$ cat config.mk
export PLATFORM = sky130hd
export DESIGN_NAME = id_ex_stage
export DESIGN_NICKNAME = d
export VERILOG_FILES = /design/src/rtl/id_ex_stage.sv
export SDC_FILE = /design/constraint.sdc
export NUM_CORES = 1
export LEC_CHECK = 0
export CAP_MARGIN = 0
export CORE_MARGIN = 10
export CORE_UTILIZATION = 42
export CTS_BUF_LIST = sky130_fd_sc_hd__clkbuf_16
export CTS_CLUSTER_SIZE = 30
export DETAILED_ROUTE_END_ITERATION = 16
export GPL_TIMING_DRIVEN = 0
export PLACE_DENSITY = 0.95
export SYNTH_ARGS = -nofsm -noshare
export SYNTH_HDL_FRONTEND = slang
export SYNTH_SLANG_ARGS = --single-unit
$ cat constraint.sdc
create_clock -name clk -period 4.9 [get_ports clk]
set_input_delay 0.98 -clock clk [delete_from_list [all_inputs] [get_ports clk]]
set_output_delay 0.98 -clock clk [all_outputs]
set_load 0.01 [all_outputs]
$ cat src/rtl/id_ex_stage.sv
// ID/EX pipeline register with load-use hazard detection, bubble insertion, flush, hold
// and WB->ID write-through. Define HAZARD_PERF_EN to add bubble/flush event counters.
module id_ex_stage #(
  parameter int XLEN    = 32,
  parameter int ALUOP_W = 4
) (
  input  logic                 clk,
  input  logic                 rst_n,
  input  logic                 id_valid_i,
  input  logic [XLEN-1:0]      id_pc_i,
  input  logic [4:0]           id_rs1_i,
  input  logic [4:0]           id_rs2_i,
  input  logic [4:0]           id_rd_i,
  input  logic [XLEN-1:0]      id_rs1_data_i,
  input  logic [XLEN-1:0]      id_rs2_data_i,
  input  logic [XLEN-1:0]      id_imm_i,
  input  logic [6+ALUOP_W-1:0] id_ctrl_i,
  input  logic                 wb_reg_write_i,
  input  logic [4:0]           wb_rd_i,
  input  logic [XLEN-1:0]      wb_data_i,
  input  logic                 flush_i,
  input  logic                 mem_stall_i,
`ifdef HAZARD_PERF_EN
  output logic [31:0]          perf_bubbles_o,
  output logic [31:0]          perf_flushes_o,
`endif
  output logic                 pc_write_o,
  output logic                 if_id_write_o,
  output logic                 ex_valid_o,
  output logic [XLEN-1:0]      ex_pc_o,
  output logic [4:0]           ex_rs1_o,
  output logic [4:0]           ex_rs2_o,
  output logic [4:0]           ex_rd_o,
  output logic [XLEN-1:0]      ex_rs1_data_o,
  output logic [XLEN-1:0]      ex_rs2_data_o,
  output logic [XLEN-1:0]      ex_imm_o,
  output logic [6+ALUOP_W-1:0] ex_ctrl_o
);
  localparam int CW     = 6 + ALUOP_W;
  localparam int MR_BIT = ALUOP_W + 4;  // mem_read position inside ctrl

  typedef struct packed {
    logic            valid;
    logic [XLEN-1:0] pc;
    logic [4:0]      rs1;
    logic [4:0]      rs2;
    logic [4:0]      rd;
    logic [XLEN-1:0] rs1_data;
    logic [XLEN-1:0] rs2_data;
    logic [XLEN-1:0] imm;
    logic [CW-1:0]   ctrl;
  } ex_t;

  ex_t  ex_q, ex_d;
  logic load_use;
  logic take_bubble, take_flush;
  logic [XLEN-1:0] rs1_fwd, rs2_fwd;

  assign load_use = ex_q.valid & ex_q.ctrl[MR_BIT] & (ex_q.rd != 5'd0) & id_valid_i &
                    ((ex_q.rd == id_rs1_i) | (ex_q.rd == id_rs2_i));

  // Same-cycle WB write would otherwise be missed by the regfile read in ID.
  assign rs1_fwd = (wb_reg_write_i && wb_rd_i != 5'd0 && wb_rd_i == id_rs1_i) ? wb_data_i : id_rs1_data_i;
  assign rs2_fwd = (wb_reg_write_i && wb_rd_i != 5'd0 && wb_rd_i == id_rs2_i) ? wb_data_i : id_rs2_data_i;

  always_comb begin
    ex_d          = ex_q;
    pc_write_o    = 1'b1;
    if_id_write_o = 1'b1;
    take_bubble   = 1'b0;
    take_flush    = 1'b0;
    if (mem_stall_i) begin
      pc_write_o    = 1'b0;
      if_id_write_o = 1'b0;
    end else if (flush_i) begin
      ex_d       = '0;
      take_flush = 1'b1;
    end else if (load_use) begin
      ex_d          = '0;
      pc_write_o    = 1'b0;
      if_id_write_o = 1'b0;
      take_bubble   = 1'b1;
    end else begin
      ex_d.valid    = id_valid_i;
      ex_d.pc       = id_pc_i;
      ex_d.rs1      = id_rs1_i;
      ex_d.rs2      = id_rs2_i;
      ex_d.rd       = id_rd_i;
      ex_d.rs1_data = rs1_fwd;
      ex_d.rs2_data = rs2_fwd;
      ex_d.imm      = id_imm_i;
      ex_d.ctrl     = id_valid_i ? id_ctrl_i : '0;
    end
  end

  always_ff @(posedge clk or negedge rst_n) begin
    if (!rst_n) ex_q <= '0;
    else        ex_q <= ex_d;
  end

`ifdef HAZARD_PERF_EN
  logic [31:0] perf_bubbles_q, perf_flushes_q;
  always_ff @(posedge clk or negedge rst_n) begin
    if (!rst_n) begin
      perf_bubbles_q <= '0;
      perf_flushes_q <= '0;
    end else begin
      if (take_bubble) perf_bubbles_q <= perf_bubbles_q + 32'd1;
      if (take_flush)  perf_flushes_q <= perf_flushes_q + 32'd1;
    end
  end
  assign perf_bubbles_o = perf_bubbles_q;
  assign perf_flushes_o = perf_flushes_q;
`else
  logic unused_perf;
  assign unused_perf = take_bubble ^ take_flush;
`endif

  assign ex_valid_o    = ex_q.valid;
  assign ex_pc_o       = ex_q.pc;
  assign ex_rs1_o      = ex_q.rs1;
  assign ex_rs2_o      = ex_q.rs2;
  assign ex_rd_o       = ex_q.rd;
  assign ex_rs1_data_o = ex_q.rs1_data;
  assign ex_rs2_data_o = ex_q.rs2_data;
  assign ex_imm_o      = ex_q.imm;
  assign ex_ctrl_o     = ex_q.ctrl;
endmodule

==> results.json, run 1 <==
{
  "die_y_um": 143.3,
  "yosys.area.top_type_share_pct": 60.36,
  "worstReg2RegStart": "ex_rd_o[2]",
  "critical_path.top_delay_family": "buffers and inverters",
  "synth_fp_nets": 711,
  "synth_seq_area_share_pct": 60.36,
  "synth.top_cells.by_area": "dfrtp_1 60%, a22o_1 11%, mux2i_1 10%, o21ai_1 4.2%, nand2_1 3.8%",
  "finClkSkew_ns": 0.01208,
  "status": "completed",
  "holdBufCountCts": 0,
  "worst_path_class_setup": "in -> out",
  "fin_area_mm2": 0.01081,
  "die_area_mm2": 0.02053,
  "critical_path.max_fanout": 3,
  "grt_first_pass_wirelength_mm": 37.43,
  "whs_ns": 0.4903,
  "grtUsageTotal_pct": 24.04,
  "design.portCount": 352,
  "slew_headroom_pct": 60.59,
  "grt_use_met2_pct": 42.80,
  "cts_made_buffers": 17,
  "synthesis_stage_register_bit_count": 154,
  "clk_root_buffer_cell": "clkbuf_16",
  "critical_path_required_ns": 3.92,
  "design.final.nets": 1082,
  "drc_errors": 0,
  "final_layout_size_suffix_gt1_share_pct": 6.007,
  "grtUsageMet1_pct": 24.62,
  "crit_path_start_kind": "input port",
  "final_slew_viol_count": 0,
  "highest_count_cells_in_the_layout_ignoring_fill_and_taps": "350 x clkdlybuf4s50_1, 154 x dfrtp_1, 80 x a22o_1, 64 x mux2i_1, 64 x nand2_1",
  "mappedNetlistArea_mm2": 0.006385,
  "ant_nets": 0,
  "grt_setup_unrepaired": "no",
  "num_rows": 45,
  "clk-insertion-delay-late_ns": 0.42,
  "crit_arrival_ns": 3.17,
  "tritoncts": "built",
  "die_w_um": 143.3,
  "routed_wirelength_mm": 25.48,
  "cts-resized-gates": 0,
  "holdCritStartpoint": "ex_rs2_data_o[13]",
  "power_leakage_nw": 4.516,
  "finalHoldViolations": 0,
  "timing.critical_path.slowest_cell_delay_ns": 0.55,
  "switching_share_pct": 25.04,
  "power_switching_mw": 0.8938,
  "wire_per_inst_um": 23.42,
  "combPwrFrac_pct": 18.9,
  "post-route-min-period_ns": 4.149,
  "synthesis.instances": 515,
  "synthDistinctLibCells": 22,
  "grt_remaining_overflow": 0,
  "post_cts_buffers": 0,
  "fmax_mhz": 241.0,
  "vdd.ir_drop.worst_uv": 206.0,
  "cts_max_level": 4,
  "clock_sink_count": 154,
  "transition_time_of_the_tightest_slew_check_pin_ns": 0.5912,
  "place_area_mm2": 0.01016,
  "routabilityCongestion": 0.8827,
  "path_buf_inv": 3,
  "worst_setup_path_end_kind": "output port",
  "vias": 5864,
  "max_cap_viols": 0,
  "grt_max_degree": 94,
  "pwr_density_cell_mw_per_mm2": 330.1,
  "drt_iter0_drc": 300,
  "place.detailed.hpwl_mm": 20.12,
  "finalSetupViolCount": 0,
  "layout_worst_path_cycle_share_pct": 84.67,
  "ys.warnings.count": 0,
  "area_growth_pct": 69.33,
  "postSynthAreaPerCell_um2": 12.40,
  "setup_total_negative_slack_ns": 0,
  "internal_power_mw": 2.675,
  "worst_setup_hold_path_clk_slew_ns": 0.07,
  "seqPwrFrac_pct": 40.2,
  "max-clock-path-buffers": 2,
  "initial_core_util_pct": 42.47,
  "met3_usage_pct": 11.29,
  "placeableCoreArea_mm2": 0.01503,
  "grt_pass1_vias": 6256,
  "mostFrequentLayoutCell": "clkdlybuf4s50_1",
  "path_cells": "clkdlybuf4s50_1 > xor2_1 > nor3_1 > a22oi_1 > nor3_1 > nor2_1 > buf_4 > clkdlybuf4s50_1",
  "route.detailed.vias_per_inst": 5.390,
  "crit_slowest_cell": "clkdlybuf4s50_1",
  "grt_most_used_layer": "met2",
  "drtPass1Iterations": 7,
  "clock_power_share_pct": 40.9,
  "path_class_of_the_lowest_slack_min_delay_path": "reg -> reg",
  "portBuffers": 351,
  "synth_largest_area_cell": "dfrtp_1",
  "grt_antenna_before_repair": 1,
  "launching_instance_or_port_of_the_critical_path": "id_rs1_i[0]"
}
-- routing by layer --
metal,share of wire [%],wire [µm]
met5,0,0
met4,1.5,390
met3,12,3172
met2,52,13140
met1,34,8780
-- worst reg2reg max path, stage by stage (launching register included) --
cell	delay, ns
dfrtp_1	0.49
xor2_1	0.21
nor3_1	0.23
a22oi_1	0.18
o21ai_2	0.47
clkbuf_1	0.47
o21ai_1	0.15
-- worst paths after layout --
check                           slack [ns]  cells after the start                 to
worst min register to register        0.49                      2  ex_rs2_data_o[13]
max in group asynchronous             3.49                      2        ex_rs2_o[1]
worst min-delay path                  0.49                      2  ex_rs2_data_o[13]
worst max-delay path                  0.75                      8         pc_write_o
min in group asynchronous             0.53                      1   ex_rs2_data_o[4]
worst max register to register        2.57                      6  ex_rs2_data_o[12]
-- power by group through the flow --
stage	Clock (mW)	Sequential, mW	Combinational [mW]
6_report	1.46	1.43	0.676
5_1_grt	1.52	1.44	0.723
4_1_cts	1.47	1.43	0.686
3_5_place_dp	0	1.45	0.680
3_3_place_gp	0	1.45	0.665
2_1_floorplan	0	1.49	0.164
-- layout make-up --
class | instances | area, µm²
Sequential cell | 154 | 3854
Clock buffer | 17 | 425.4
Tap cell | 188 | 235.2
Antenna cell | 1 | 2.502
Multi-Input combinational cell | 320 | 2322
Buffer | 41 | 209.0
Fill cell | 1006 | 4222
Timing Repair Buffer | 352 | 3542
Clock inverter | 15 | 221.5
-- cell usage after synthesis --
library cell	instances
a22o_1	80
a22oi_1	1
a32o_1	10
buf_2	5
buf_4	11
buf_6	1
clkbuf_1	24
dfrtp_1	154
mux2i_1	64
nand2_1	64
nand3_1	2
nor2_1	4
nor3_1	3
nor4_4	2
o2111ai_2	1
o21a_1	1
o21ai_0	11
o21ai_1	53
o21ai_2	2
or4_1	2
xnor2_1	6
xor2_1	14
-- state kept, by name, indices dropped and copies added (netlist names) --
signal and count:
ex_rs1_o 5, ex_valid_o 1, ex_rs2_o 5, ex_rd_o 5, ex_imm_o 32, ex_pc_o 32
ex_ctrl_o 10, ex_rs2_data_o 32, ex_rs1_data_o 32
-- per-stage QoR --
stage	util, %	power (mW)	instances	setup slack (ns)
floorplan	-	1.658	515	2.027
global placement	67.41	2.114	1054	-3.246
detailed placement	67.60	2.134	1055	0.7073
CTS	71.90	3.591	1087	0.7000
global route	71.92	3.690	1088	0.6448
finish	71.92	3.569	1088	0.7513
-- logic make-up (layout without fill, tap and decap cells) --
logic type,count (synthesis),in the layout,synth area share (%)
flops,154,154,60.36
simple gates,77,77,5.291
xor+xnor,20,20,2.744
buf+inv,41,425,3.273
mux,64,64,10.03
other cells,0,1,0
compound gates,159,159,18.30
Note: power is estimated with default switching activity, not from simulation.
==> run 2, diff against run 1 <==
--- a/config.mk
+++ b/config.mk
@@ -7,12 +7,12 @@
 export LEC_CHECK = 0
 export CAP_MARGIN = 0
 export CORE_MARGIN = 10
-export CORE_UTILIZATION = 42
+export CORE_UTILIZATION = 35
 export CTS_BUF_LIST = sky130_fd_sc_hd__clkbuf_16
 export CTS_CLUSTER_SIZE = 30
 export DETAILED_ROUTE_END_ITERATION = 16
 export GPL_TIMING_DRIVEN = 0
-export PLACE_DENSITY = 0.95
+export PLACE_DENSITY = 0.86
 export SYNTH_ARGS = -nofsm -noshare
 export SYNTH_HDL_FRONTEND = slang
 export SYNTH_SLANG_ARGS = --single-unit
==> constraint.sdc (replaced) <==
create_clock -name clk -period 3.7 [get_ports clk]
set_input_delay 0.74 -clock clk [delete_from_list [all_inputs] [get_ports clk]]
set_output_delay 0.74 -clock clk [all_outputs]
set_load 0.01 [all_outputs]
==> run 2 against run 1 <==
Clock-buffer cell count unchanged. Combinational power increased by 32%. Clock skew about the same. Critical path depth unchanged. First-iteration DRC count decreased by 15%. Clock power increased by 37%. Non-clock buffer count unchanged. Critical path type unchanged. Critical endpoint unchanged. Largest cell class unchanged.
==> results.json, run 2 (same netlist as run 1, synthesis figures left out) <==
{
  "vdd.ir_drop.worst_uv": 317.0,
  "max_cap_viols": 0,
  "route.detailed.vias_per_inst": 5.098,
  "drc_errors": 0,
  "worst_path_class_setup": "in -> out",
  "drt_iter0_drc": 255,
  "dp.cells": 1096,
  "tritoncts": "built",
  "design.final.nets": 1082,
  "critical_path.top_delay_family": "buffers and inverters",
  "fin_total_pwr_mw": 4.786,
  "final_critical_path_setup_slack_ns": 0.1378,
  "transition_time_of_the_tightest_slew_check_pin_ns": 0.6093,
  "cts_max_level": 4,
  "crit_path_start_kind": "input port",
  "design.portCount": 352,
  "crit_path_frequent_cell": "clkdlybuf4s50_1",
  "slew_headroom_pct": 59.38,
  "critical_path_required_ns": 2.96,
  "whs_ns": 0.2791,
  "clock_sink_count": 154,
  "highest_count_cells_in_the_layout_ignoring_fill_and_taps": "350 x clkdlybuf4s50_1, 154 x dfrtp_1, 80 x a22o_1, 64 x mux2i_1, 64 x nand2_1",
  "clk-insertion-delay-late_ns": 0.42,
  "grtUsageTotal_pct": 20.55,
  "worst_setup_path_end_kind": "output port",
  "post-route-min-period_ns": 3.562,
  "wire_per_inst_um": 22.40,
  "crit_arrival_ns": 2.82,
  "final_layout_size_suffix_gt1_share_pct": 6.229,
  "drtPass1Iterations": 4,
  "fin_area_mm2": 0.01090,
  "grt_pass1_vias": 6375,
  "die_w_um": 155.1,
  "portBuffers": 351,
  "area_growth_pct": 70.78,
  "final_slew_viol_count": 0,
  "final-instance-count-excl-fill": 1131,
  "place_worst_setup_slack_ns": -0.02453,
  "vias": 5766,
  "routabilityCongestion": 0.8374,
  "grt_setup_unrepaired": "no",
  "critical_path.max_fanout": 3,
  "path_cells": "clkdlybuf4s50_1 > xor2_1 > nor3_1 > a22oi_2 > nor3_2 > nor2_1 > buf_4 > clkdlybuf4s50_1",
  "grt_antenna_before_repair": 3,
  "mostFrequentLayoutCell": "clkdlybuf4s50_1",
  "die_area_mm2": 0.02405,
  "path_class_of_the_lowest_slack_min_delay_path": "in -> async",
  "place.detailed.hpwl_mm": 20.23,
  "worst_setup_hold_path_clk_slew_ns": 0.07,
  "cts_made_buffers": 17,
  "max-clock-path-buffers": 2,
  "ant_nets": 0,
  "path_buf_inv": 3,
  "crit_slowest_cell": "clkdlybuf4s50_1",
  "clk_root_buffer_cell": "clkbuf_16",
  "final_util_pct": 60.70,
  "finalHoldViolations": 0,
  "fmax_mhz": 280.7,
  "finalSetupViolCount": 0,
  "grt_first_pass_wirelength_mm": 38.37,
  "grt_remaining_overflow": 0,
  "timing.critical_path.slowest_cell_delay_ns": 0.57,
  "status": "completed",
  "die_y_um": 155.1,
  "grt_max_degree": 95,
  "setup_total_negative_slack_ns": 0,
  "placeableCoreArea_mm2": 0.01796,
  "layout_worst_path_cycle_share_pct": 96.28,
  "holdBufCountCts": 0,
  "initial_core_util_pct": 35.54,
  "num_rows": 49,
  "routed_wirelength_mm": 25.33,
  "finClkSkew_ns": 0.01184,
  "place_area_mm2": 0.01021,
  "pwr_density_cell_mw_per_mm2": 439.0,
  "power_leakage_nw": 4.536
}
==> run 2: worst reg2reg max path, cell delays in order, from the launching register on <==
cell	delay, ns
dfrtp_1	0.49
xor2_1	0.21
nor3_1	0.23
a22oi_2	0.13
o21ai_2	0.44
clkbuf_1	0.49
o21ai_1	0.17
==> run 2: power breakdown <==
part           total [mW]  switching, mW  leakage (nW)  internal, mW
combinational       0.890          0.364          2.19         0.526
clock                2.00          0.726         0.338          1.27
sequential           1.90         0.0832          2.01          1.81
==> run 2: worst paths after layout <==
path	from	to	slack, ns	cells after the start
worst min-delay path	rst_n	ex_rs2_data_o[5]	0.28	1
worst min register to register	ex_rs2_data_o[0]	ex_rs2_data_o[0]	0.49	2
max in group asynchronous	rst_n	ex_imm_o[8]	2.53	2
worst max-delay path	id_rs1_i[4]	pc_write_o	0.14	8
worst max register to register	ex_rd_o[0]	ex_rs1_data_o[26]	1.40	6
min in group clk	ex_rs2_data_o[0]	ex_rs2_data_o[0]	0.49	2
==> run 2: final cells by class <==
class,instances,area [µm²]
clock inverter,15,246.5
fill,1464,7059
clock buffer,17,425.4
sequential,154,3854
timing repair buffer,352,3542
antenna,3,7.507
buffer,41,210.2
tap,229,286.5
multi-input combinational,320,2332
==> run 2: routing by layer <==
layer / vias up / track usage, % / share of wire, %
li1: 2624 / - / -
met3: 25 / 10.06 / 12
met1: 2833 / 22.26 / 37
met4: 0 / 6.568 / 1.6
met2: 284 / 34.47 / 50
met5: - / 0 / 0
==> run 2: repair_timing <==
| item | CTS | global route |
|---|---|---|
| setup endpoints to repair | 1 | 2 |
| setup buffers | 0 | 0 |
| gates resized for setup | 1 | 2 |
